<file path="config.mk">
export PLATFORM = sky130hd
export DESIGN_NAME = ramp_neuron_layer_flat
export DESIGN_NICKNAME = d
export VERILOG_FILES = /design/src/rtl/tnn_pkg.sv /design/src/rtl/ramp_neuron_layer_if.sv /design/src/rtl/ramp_neuron.sv /design/src/rtl/ramp_neuron_layer.sv /design/src/flat_wrapper.sv
export SDC_FILE = /design/constraint.sdc
export NUM_CORES = 1
export LEC_CHECK = 0
export ABC_CLOCK_PERIOD_IN_PS = 22600
export BUFFER_PORTS_ARGS = -buffer_cell sky130_fd_sc_hd__buf_2
export CAP_MARGIN = 40
export CORE_ASPECT_RATIO = 2
export CORE_MARGIN = 1.5
export CORE_UTILIZATION = 47
export DETAILED_ROUTE_END_ITERATION = 8
export PLACE_DENSITY_LB_ADDON = 0.1
export SETUP_SLACK_MARGIN = 0.1
export SLEW_MARGIN = 15
export SYNTH_ARGS = -nofsm -noshare
export SYNTH_HDL_FRONTEND = slang
export SYNTH_SLANG_ARGS = --single-unit
</file>
<file path="constraint.sdc">
create_clock -name clk -period 22.6 [get_ports clk]
set_input_delay 1.13 -clock clk [delete_from_list [all_inputs] [get_ports clk]]
set_output_delay 1.13 -clock clk [all_outputs]
set_load 0.03 [all_outputs]
</file>
<file path="src/rtl/tnn_pkg.sv">
// Shared types and sizing for the ramp-response neuron layer.
// Build-time knobs: NEURONS_PER_LAYER, LOG_TIME_PERIOD, optional LEAK_EN.
`ifndef NEURONS_PER_LAYER
`define NEURONS_PER_LAYER 4
`endif
`ifndef LOG_TIME_PERIOD
`define LOG_TIME_PERIOD 4
`endif

package tnn_pkg;
  localparam int unsigned NUM_INPUTS  = 16;
  localparam int unsigned NUM_NEURONS = `NEURONS_PER_LAYER;
  localparam int unsigned WEIGHT_W    = 3;
  localparam int unsigned POT_W       = 10;
  localparam int unsigned ACC_W       = POT_W + 1;
  localparam int unsigned LOG_TP      = `LOG_TIME_PERIOD;
  localparam int unsigned TIME_PERIOD = 1 << LOG_TP;
  localparam int unsigned TIME_W      = LOG_TP + 1;

  localparam logic [4:0] NO_WINNER = 5'b11111;

  typedef enum logic [1:0] {IDLE, INTEGRATE, FLUSH} state_t;

  typedef logic [POT_W-1:0]    pot_t;
  typedef logic [WEIGHT_W-1:0] weight_t;
  typedef logic [ACC_W-1:0]    acc_t;

  typedef struct packed {
    logic [TIME_W-1:0]      time_val;
    logic [NUM_NEURONS-1:0] spikes;
  } volley_t;
endpackage

</file>
<file path="src/rtl/ramp_neuron_layer_if.sv">
// Handshake and data bundle between the layer and its driver / winner stage.
interface ramp_neuron_layer_if;
  import tnn_pkg::*;

  logic                                      gamma_start;
  logic                                      step_valid;
  logic                                      step_ready;
  logic [NUM_INPUTS-1:0]                     in_spikes;
  logic [NUM_NEURONS*NUM_INPUTS*WEIGHT_W-1:0] weights;
  pot_t                                      threshold;
  logic                                      inhibit;
  logic [TIME_W-1:0]                         time_val;
  logic [NUM_NEURONS-1:0]                    spike_volley;
  logic                                      volley_valid;
  logic                                      gamma_done;

  modport master (
    output gamma_start, step_valid, in_spikes, weights, threshold, inhibit,
    input  step_ready, time_val, spike_volley, volley_valid, gamma_done
  );

  modport slave (
    input  gamma_start, step_valid, in_spikes, weights, threshold, inhibit,
    output step_ready, time_val, spike_volley, volley_valid, gamma_done
  );
endinterface

</file>
<file path="src/rtl/ramp_neuron.sv">
// One step-no-leak SRM neuron: saturating potential plus a fired-this-gamma flag.
// With LEAK_EN the potential decays by one per accepted step before accumulation.
module ramp_neuron
  import tnn_pkg::*;
(
  input  logic                           clk,
  input  logic                           rst,
  input  logic                           clear_i,
  input  logic                           step_i,
  input  logic [NUM_INPUTS-1:0]          seen_i,
  input  logic [NUM_INPUTS*WEIGHT_W-1:0] w_i,
  input  pot_t                           thr_i,
  input  logic                           inhibit_i,
  output logic                           fire_c_o
);

  pot_t pot_q, pot_d, base;
  logic fired_q;
  acc_t acc;

  // Ramp response: every input seen so far this gamma keeps contributing its weight.
  always_comb begin
    acc = '0;
`ifdef LEAK_EN
    base = (pot_q != '0) ? pot_q - pot_t'(1) : '0;
`else
    base = pot_q;
`endif
    acc = acc_t'(base);
    for (int i = 0; i < int'(NUM_INPUTS); i++) begin
      if (seen_i[i]) acc = acc + acc_t'(weight_t'(w_i[i*WEIGHT_W +: WEIGHT_W]));
    end
    pot_d    = acc[POT_W] ? '1 : acc[POT_W-1:0];
    fire_c_o = (pot_d >= thr_i) & ~fired_q & ~inhibit_i;
  end

  always_ff @(posedge clk) begin
    if (rst || clear_i) begin
      pot_q   <= '0;
      fired_q <= 1'b0;
    end else if (step_i) begin
      pot_q   <= pot_d;
      fired_q <= fired_q | fire_c_o;
    end
  end

endmodule

</file>
<file path="src/rtl/ramp_neuron_layer.sv">
// Layer of ramp neurons: gamma FSM, step counter, sticky input mask, inhibit latch
// and registered volley outputs. LEAK_EN selects leaky neurons in ramp_neuron.
module ramp_neuron_layer
  import tnn_pkg::*;
(
  input  logic                clk,
  input  logic                rst,
  ramp_neuron_layer_if.slave  bus
);

  if (NUM_NEURONS > 32'(NO_WINNER)) begin : g_size_check
    $error("NUM_NEURONS must leave the no-winner code free");
  end

  state_t                 state_q, state_d;
  logic [LOG_TP-1:0]      cnt_q, cnt_d;
  logic [NUM_INPUTS-1:0]  seen_q, seen_d, seen_next;
  pot_t                   thr_q, thr_d;
  logic                   inh_q, inh_d;
  logic                   ready_q, ready_d;
  volley_t                out_q, out_d;
  logic                   vvalid_q, vvalid_d;
  logic                   done_q, done_d;
  logic                   clear_c, accept_c;
  logic [NUM_NEURONS-1:0] fire_c;

  assign seen_next = seen_q | bus.in_spikes;

  for (genvar n = 0; n < int'(NUM_NEURONS); n++) begin : g_neuron
    ramp_neuron u_neuron (
      .clk      (clk),
      .rst      (rst),
      .clear_i  (clear_c),
      .step_i   (accept_c),
      .seen_i   (seen_next),
      .w_i      (bus.weights[n*NUM_INPUTS*WEIGHT_W +: NUM_INPUTS*WEIGHT_W]),
      .thr_i    (thr_q),
      .inhibit_i(inh_q),
      .fire_c_o (fire_c[n])
    );
  end

  // Next-state and output decode.
  always_comb begin
    state_d  = state_q;
    cnt_d    = cnt_q;
    seen_d   = seen_q;
    thr_d    = thr_q;
    inh_d    = inh_q | bus.inhibit;
    out_d    = out_q;
    vvalid_d = 1'b0;
    done_d   = 1'b0;
    clear_c  = 1'b0;
    accept_c = 1'b0;
    case (state_q)
      IDLE: begin
        if (bus.gamma_start) begin
          clear_c = 1'b1;
          cnt_d   = '0;
          seen_d  = '0;
          thr_d   = bus.threshold;
          inh_d   = 1'b0;
          state_d = INTEGRATE;
        end
      end
      INTEGRATE: begin
        accept_c = bus.step_valid & ready_q;
        if (accept_c) begin
          seen_d          = seen_next;
          out_d.time_val  = TIME_W'(cnt_q);
          out_d.spikes    = fire_c;
          vvalid_d        = 1'b1;
          cnt_d           = cnt_q + LOG_TP'(1);
          if (cnt_q == LOG_TP'(TIME_PERIOD - 1)) state_d = FLUSH;
        end
      end
      FLUSH: begin
        out_d.time_val = TIME_W'(TIME_PERIOD);
        out_d.spikes   = '0;
        done_d         = 1'b1;
        state_d        = IDLE;
      end
      default: state_d = IDLE;
    endcase
    ready_d = (state_d == INTEGRATE);
  end

  always_ff @(posedge clk) begin
    if (rst) begin
      state_q  <= IDLE;
      cnt_q    <= '0;
      seen_q   <= '0;
      thr_q    <= '0;
      inh_q    <= 1'b0;
      ready_q  <= 1'b0;
      out_q    <= '0;
      vvalid_q <= 1'b0;
      done_q   <= 1'b0;
    end else begin
      state_q  <= state_d;
      cnt_q    <= cnt_d;
      seen_q   <= seen_d;
      thr_q    <= thr_d;
      inh_q    <= inh_d;
      ready_q  <= ready_d;
      out_q    <= out_d;
      vvalid_q <= vvalid_d;
      done_q   <= done_d;
    end
  end

  assign bus.step_ready   = ready_q;
  assign bus.time_val     = out_q.time_val;
  assign bus.spike_volley = out_q.spikes;
  assign bus.volley_valid = vvalid_q;
  assign bus.gamma_done   = done_q;

endmodule
</file>
<file path="src/flat_wrapper.sv">
// flat-port wrapper written by rule: the top's interface ports become plain ports
module ramp_neuron_layer_flat import tnn_pkg::*;
  (clk, rst, bus_gamma_start, bus_step_valid, bus_in_spikes, bus_weights, bus_threshold, bus_inhibit, bus_step_ready, bus_time_val, bus_spike_volley, bus_volley_valid, bus_gamma_done);
  ramp_neuron_layer_if bus_i ();
  input  logic clk;
  input  logic rst;
  input wire logic [$bits(bus_i.gamma_start)-1:0] bus_gamma_start;
  input wire logic [$bits(bus_i.step_valid)-1:0] bus_step_valid;
  input wire logic [$bits(bus_i.in_spikes)-1:0] bus_in_spikes;
  input wire logic [$bits(bus_i.weights)-1:0] bus_weights;
  input wire logic [$bits(bus_i.threshold)-1:0] bus_threshold;
  input wire logic [$bits(bus_i.inhibit)-1:0] bus_inhibit;
  output wire logic [$bits(bus_i.step_ready)-1:0] bus_step_ready;
  output wire logic [$bits(bus_i.time_val)-1:0] bus_time_val;
  output wire logic [$bits(bus_i.spike_volley)-1:0] bus_spike_volley;
  output wire logic [$bits(bus_i.volley_valid)-1:0] bus_volley_valid;
  output wire logic [$bits(bus_i.gamma_done)-1:0] bus_gamma_done;
  assign bus_i.gamma_start = bus_gamma_start;
  assign bus_i.step_valid = bus_step_valid;
  assign bus_i.in_spikes = bus_in_spikes;
  assign bus_i.weights = bus_weights;
  assign bus_i.threshold = bus_threshold;
  assign bus_i.inhibit = bus_inhibit;
  assign bus_step_ready = bus_i.step_ready;
  assign bus_time_val = bus_i.time_val;
  assign bus_spike_volley = bus_i.spike_volley;
  assign bus_volley_valid = bus_i.volley_valid;
  assign bus_gamma_done = bus_i.gamma_done;
  ramp_neuron_layer u_core (.clk(clk), .rst(rst), .bus(bus_i));
endmodule
</file>
* Word level (Yosys, flattened, before mapping)
Index checks and enable logic that the tools add are counted.
** Word-level totals
- Flip-flop bits (word level) :: 89
- Latch bits :: 0
- Bits in read-only memories :: 0
- Output and inout bits :: 12
- Memories :: 0
- Memory bits (writable) :: 0
- Bits of input ports :: 223
** Operators by class
- Reduce and logical (&&, ||, !) cells :: 8
- Shift-type cells :: 0
- $lt $le $gt $ge :: 4
- Add/sub/neg operators :: 65
- Equal/unequal tests :: 6
- Multiplexer cells :: 87
- Bitwise operators :: 21
- Divide/modulo/power cells :: 0
- Multipliers :: 0
** Operators with widths (count)
- 2-to-1 mux 11 bit :: 64
- adder 11 x 3 -> 11 bit :: 60
- adder 10 x 3 -> 11 bit :: 4
- greater-or-equal comparator 10 bit :: 4
- 2-to-1 mux 10 bit :: 4
- 2-to-1 mux 16 bit :: 2
- case mux 16 bit (2 select lines) :: 1
- case mux 9 bit (2 select lines) :: 1
- bitwise OR 16 bit :: 1
- AND 1 bit :: 9
- 2-to-1 mux 9 bit :: 1
- 2-to-1 mux 4 bit :: 2
- case mux 4 bit (2 select lines) :: 1
- 2-to-1 mux 1 bit :: 7
- 2-to-1 mux 2 bit :: 3
- NOT 1 bit :: 6
- bitwise OR 1 bit :: 5
- adder 4 x 1 -> 4 bit (second input constant) :: 1
- == test 2 x 1 -> 1 bit (second input constant) :: 2
- == test 4 bit (second input constant) :: 1
- case mux 2 bit (2 select lines) :: 1
- AND reduction 2 bit :: 2
- nonzero test 2 bit :: 2
- AND reduction 3 bit :: 1
- other kinds (6) :: 6

* Logic depth before layout (Yosys ltp)
- Word-level depth :: 38
- Mapped depth :: 87
- Gate-level depth less buffers :: 85

* Modules after synthesis
A second synthesis with hierarchy kept.
** Second synthesis, totals
- Cell total of the unflattened synthesis :: 3269
- Area, all modules :: 25732.2 µm²
** By module, submodules not included
- ramp_neuron (u_core.g_neuron[0].u_neuron ...) :: sequential area each 220.2 µm², instances 3, cells each 780, area an instance 6038.3 µm²
- ramp_neuron (u_core.g_neuron[1].u_neuron) :: sequential area each 220.2 µm², instances 1, cells each 755, area an instance 6012.0 µm²
- ramp_neuron_layer :: sequential area each 900.9 µm², instances 1, cells each 174, area an instance 1605.3 µm²

* Worst setup path after synthesis
OpenSTA, ideal clock, no wires.
- Path kind :: input to register
- Start :: input bus_in_spikes[0]
- End :: register u_core.out_q (netlist bit u_core.bus.spike_volley[1])
- Data arrival time :: 16653 ps
- Buffers on the path :: 5
- Setup time :: 128 ps
- Required time :: 22472 ps
- Setup slack :: 5819 ps
- Stages :: 63
- Path through :: buf_4 > or2_1 > buf_2 > buf_2 > clkbuf_1 > a21oi_1 > fa_1 > mux2_2 > fa_1 > mux2_2 > fa_1 > mux2_2 > fa_1 > mux2_2 > fa_1 > mux2_2 > fa_1 > mux2_2 > (+27 left out) > buf_2 > and2_1 > ha_1 > nand2b_1 > a21o_1 > a21o_1 > a21oi_1 > nor2b_1 > o21ai_0 > nand2b_1 > a21oi_1 > nor2b_1 > o21ai_0 > nand2b_1 > a21oi_1 > nor4_1 > a21oi_1 > nor2_1
** On the way
- Longest elaborated chain between the ends :: 38
** Ends and longest elaborated chain
- start: declaration :: line flat_wrapper.sv:9 : input wire logic [$bits(bus_i.in_spikes)-1:0] bus_in_spikes;
- bitwise OR 16 bit * :: line ramp_neuron_layer.sv:27 : assign seen_next = seen_q | bus.in_spikes;
- 2-to-1 mux 11 bit * :: line ramp_neuron.sv:31 : if (seen_i[i]) acc = acc + acc_t'(weight_t'(w_i[i*WEIGHT_W +: WEIGHT_W]));
- adder 11 x 3 -> 11 bit :: line ramp_neuron.sv:31
- 2-to-1 mux 11 bit * :: line ramp_neuron.sv:31
- adder 11 x 3 -> 11 bit :: line ramp_neuron.sv:31
- 2-to-1 mux 11 bit * :: line ramp_neuron.sv:31
- adder 11 x 3 -> 11 bit :: line ramp_neuron.sv:31
- 2-to-1 mux 11 bit * :: line ramp_neuron.sv:31
- (+21 left out)
- 2-to-1 mux 11 bit * :: line ramp_neuron.sv:31
- adder 11 x 3 -> 11 bit :: line ramp_neuron.sv:31
- 2-to-1 mux 11 bit * :: line ramp_neuron.sv:31
- 2-to-1 mux 10 bit * :: line ramp_neuron.sv:33 : pot_d = acc[POT_W] ? '1 : acc[POT_W-1:0];
- greater-or-equal comparator 10 bit * :: line ramp_neuron.sv:34 : fire_c_o = (pot_d >= thr_i) & ~fired_q & ~inhibit_i;
- AND 1 bit * (2 in series) :: line ramp_neuron.sv:34
- 2-to-1 mux 9 bit * :: line ramp_neuron_layer.sv:68 : if (accept_c) begin
- case mux 9 bit (2 select lines) * :: line ramp_neuron_layer.sv:55 : case (state_q)
- end signal: assignment :: line ramp_neuron_layer.sv:106 : out_q <= out_d;
- end: declaration :: line ramp_neuron_layer.sv:21 : volley_t out_q, out_d;
Every way passes the cells marked *; elsewhere a longest branch is shown, timed or not. The select of a mux whose other input is x is not followed.
A chain may end at the register's enable or synchronous reset.

* Worst setup path after layout
Ends and elaborated chain as after synthesis.

==> metrics <==
DRC=0; Post-CTS Hold Buffers=0; flop and latch count out of synthesis=89; maximum clock rate=0.0558 GHz; Data required, critical path=22.84 ns; Final setup viols=0; initial antenna violation count=2; number of CTS-inserted buffers=9; Seq/Total Area, Yosys=7.66%; reg2reg start=u_core.seen_q[0]; fin nets=3682; commonest non-fill, non-tap cell in the layout=nor2_1; pin count of the biggest net entering global routing=93; Initial DRC Count=1171; CTS sink count=89; CTS H-tree depth=3; Worst path slowest cell=or2_1; RSZ-0062 raised after global routing=no; most frequent cells in the layout=259 x nor2_1, 238 x a21oi_1, 234 x buf_2; Post-Layout Cell Count=3813; clock skew=0.0226 ns; total global-route track usage=29.7%; Hold Path End=u_core.thr_q[4]; post-CTS setup buffer count=0; first-pass GRT wire length=120000 µm; Max Cap Viol=0; # fillers=4903; initial core utilization=47.4%; ys async rst share=0%; clock slew at reported path FFs=0.09 ns; synthesized cell area=0.0232 mm²; critical path peak fanout=20; Detail Route Antenna Nets=0; IO Count=235; CTS resizes=0; share of cells above drive strength 1=17.2%; TNS Setup=0 ns; R2R Path End=u_core.bus.spike_volley[1]; CTS tree=done; Setup crit start kind=input pin; vias in the first global route=22656; worst-skew pair later-pin latency=0.39 ns; Unique masters post-synth=108; worst r2r path cells=62; final hold vios=0; Rows=115; hold path start=u_core.thr_q[4]; worst hold stages=2; Post-Place Cells=3793; Die W=160 µm; worst-case clock buffer depth=2; period utilisation layout=79.3%; CORE AREA=0.0491 mm²; yosys synthesis warning count=0; status=completed; minimum clock period=17.93 ns; Worst-Margin Slew=0.878 ns; post-DR vias/cell=6.02; Slew Viols, Final=0; commonest register cell after synthesis=dfxtp_1; Critical Path Sink Type=flip-flop; hpwl dp=65600 µm; CP Data Arrival Time=18.17 ns; Rel. slew slack=40.0%; Crit Path Class=in -> reg; syn avg cell area=7.81 µm²; Synth Net Count=3498; Hold Path Class=reg -> reg; number of port buffers=234; die height=318 µm; Layout area overhead=9.58%; routed wire length=77300 µm; Gate Count Post-Synth=2978; drt wl/cell=20.3 µm; Worst R2R Setup Slack=5.17 ns; via count of the routed design=22969; CP peak stage delay=0.50 ns; CTS root buffer=clkbuf_16; GP Congestion=0.947; Die Area=0.0509 mm²; Post-synth EDFFs=0; total gr overflow=0; DR pass1 iterations=5
## cell type report
cell class | count | area, µm² | area share, %
Tap cell | 643 | 805 | 3.16
Timing Repair Buffer | 267 | 1450 | 5.71
Inverter | 44 | 165 | 0.648
Clock inverter | 7 | 81.3 | 0.319
Antenna cell | 3 | 7.51 | 0.0295
Clock buffer | 9 | 225 | 0.884
Sequential cell | 89 | 1780 | 6.99
Multi-Input combinational cell | 2751 | 21000 | 82.3
## metrics by stage
step | setup slack [ns] | instance area, µm² | hold WS, ns | util [%]
floorplan | 5.82 | 23200 | 0.436 | -
global placement | 4.45 | 25100 | 0.449 | 51.1
detailed placement | 4.29 | 25100 | 0.455 | 51.2
CTS | 4.69 | 25400 | 0.467 | 51.8
global route | 3.74 | 25500 | 0.483 | 51.9
finish | 4.67 | 25500 | 0.466 | 51.9
## critical path: cells and delay by family
family          cells  cell delay, ns
compound gates     11            1.74
simple gates       12            1.98
xor+xnor            2            0.34
buf+inv             4            0.87
mux                15            4.59
fa+ha+maj          18            7.49
## how the worst max path moves through the flow
stage	startpoint	slack (ns)	end
after global placement	bus_in_spikes[0]	4.45	u_core.bus.spike_volley[1]
after detailed placement	bus_in_spikes[0]	4.29	u_core.bus.spike_volley[1]
after floorplan	bus_in_spikes[0]	5.82	u_core.bus.spike_volley[1]
after global routing	bus_in_spikes[0]	3.74	u_core.bus.spike_volley[1]
final	bus_in_spikes[0]	4.67	u_core.bus.spike_volley[1]
after CTS	bus_in_spikes[0]	4.69	u_core.bus.spike_volley[1]
## cells in the mapped netlist, types with 27 or more instances
library cell | instances | area, µm²
nor2b_1 | 39 | 244
mux2_2 | 143 | 1610
a21o_1 | 61 | 458
o211ai_1 | 32 | 240
xnor2_1 | 203 | 1780
xor2_1 | 154 | 1350
nand2b_1 | 37 | 231
dfxtp_1 | 89 | 1780
nor3_1 | 103 | 515
nand3_1 | 101 | 505
nand2_1 | 232 | 871
nor4_1 | 27 | 169
a21oi_1 | 238 | 1190
and2_1 | 47 | 294
or3_1 | 38 | 238
inv_1 | 43 | 161
nor2_1 | 274 | 1030
a31oi_1 | 67 | 419
ha_1 | 233 | 2920
o21ai_0 | 152 | 761
o22ai_1 | 34 | 213
clkbuf_1 | 67 | 251
fa_1 | 64 | 1280
mux2i_1 | 47 | 470
## state kept, by name, summed over array words and instances, names as in the netlist
signal	cells
u_core.bus.time_val	5
u_core.bus.spike_volley	4
u_core.bus.volley_valid	1
u_core.thr_q	10
u_core.g_neuron.u_neuron.fired_q	4
u_core.cnt_q	4
u_core.state_q	2
u_core.bus.gamma_done	1
u_core.g_neuron.u_neuron.base	40
u_core.inh_q	1
u_core.seen_q	16
u_core.bus.step_ready	1
## routing by layer
metal  vias up  GRT usage (%)  part of all wire [%]
li1      11401              -                     -
met1     10912           34.2                    41
met2       541           55.9                    51
met3       113           2.36                   3.1
met4         2           11.9                   4.2
met5         -              0                 0.017
## cells by family after synthesis
group	count (synthesis)	share of synthesized area, %
AND/OR/NAND/NOR	1040	22.2
multiplexers	192	9.06
XOR/XNOR	408	17.6
adder cells (fa/ha/maj)	303	18.3
flip-flops	89	7.66
AO/OA/AOI/OAI	808	22.8
buffers and inverters	138	2.38
Power is not shown: default switching activity piles up to over one toggle a cycle in this logic, so the estimate is an artifact.
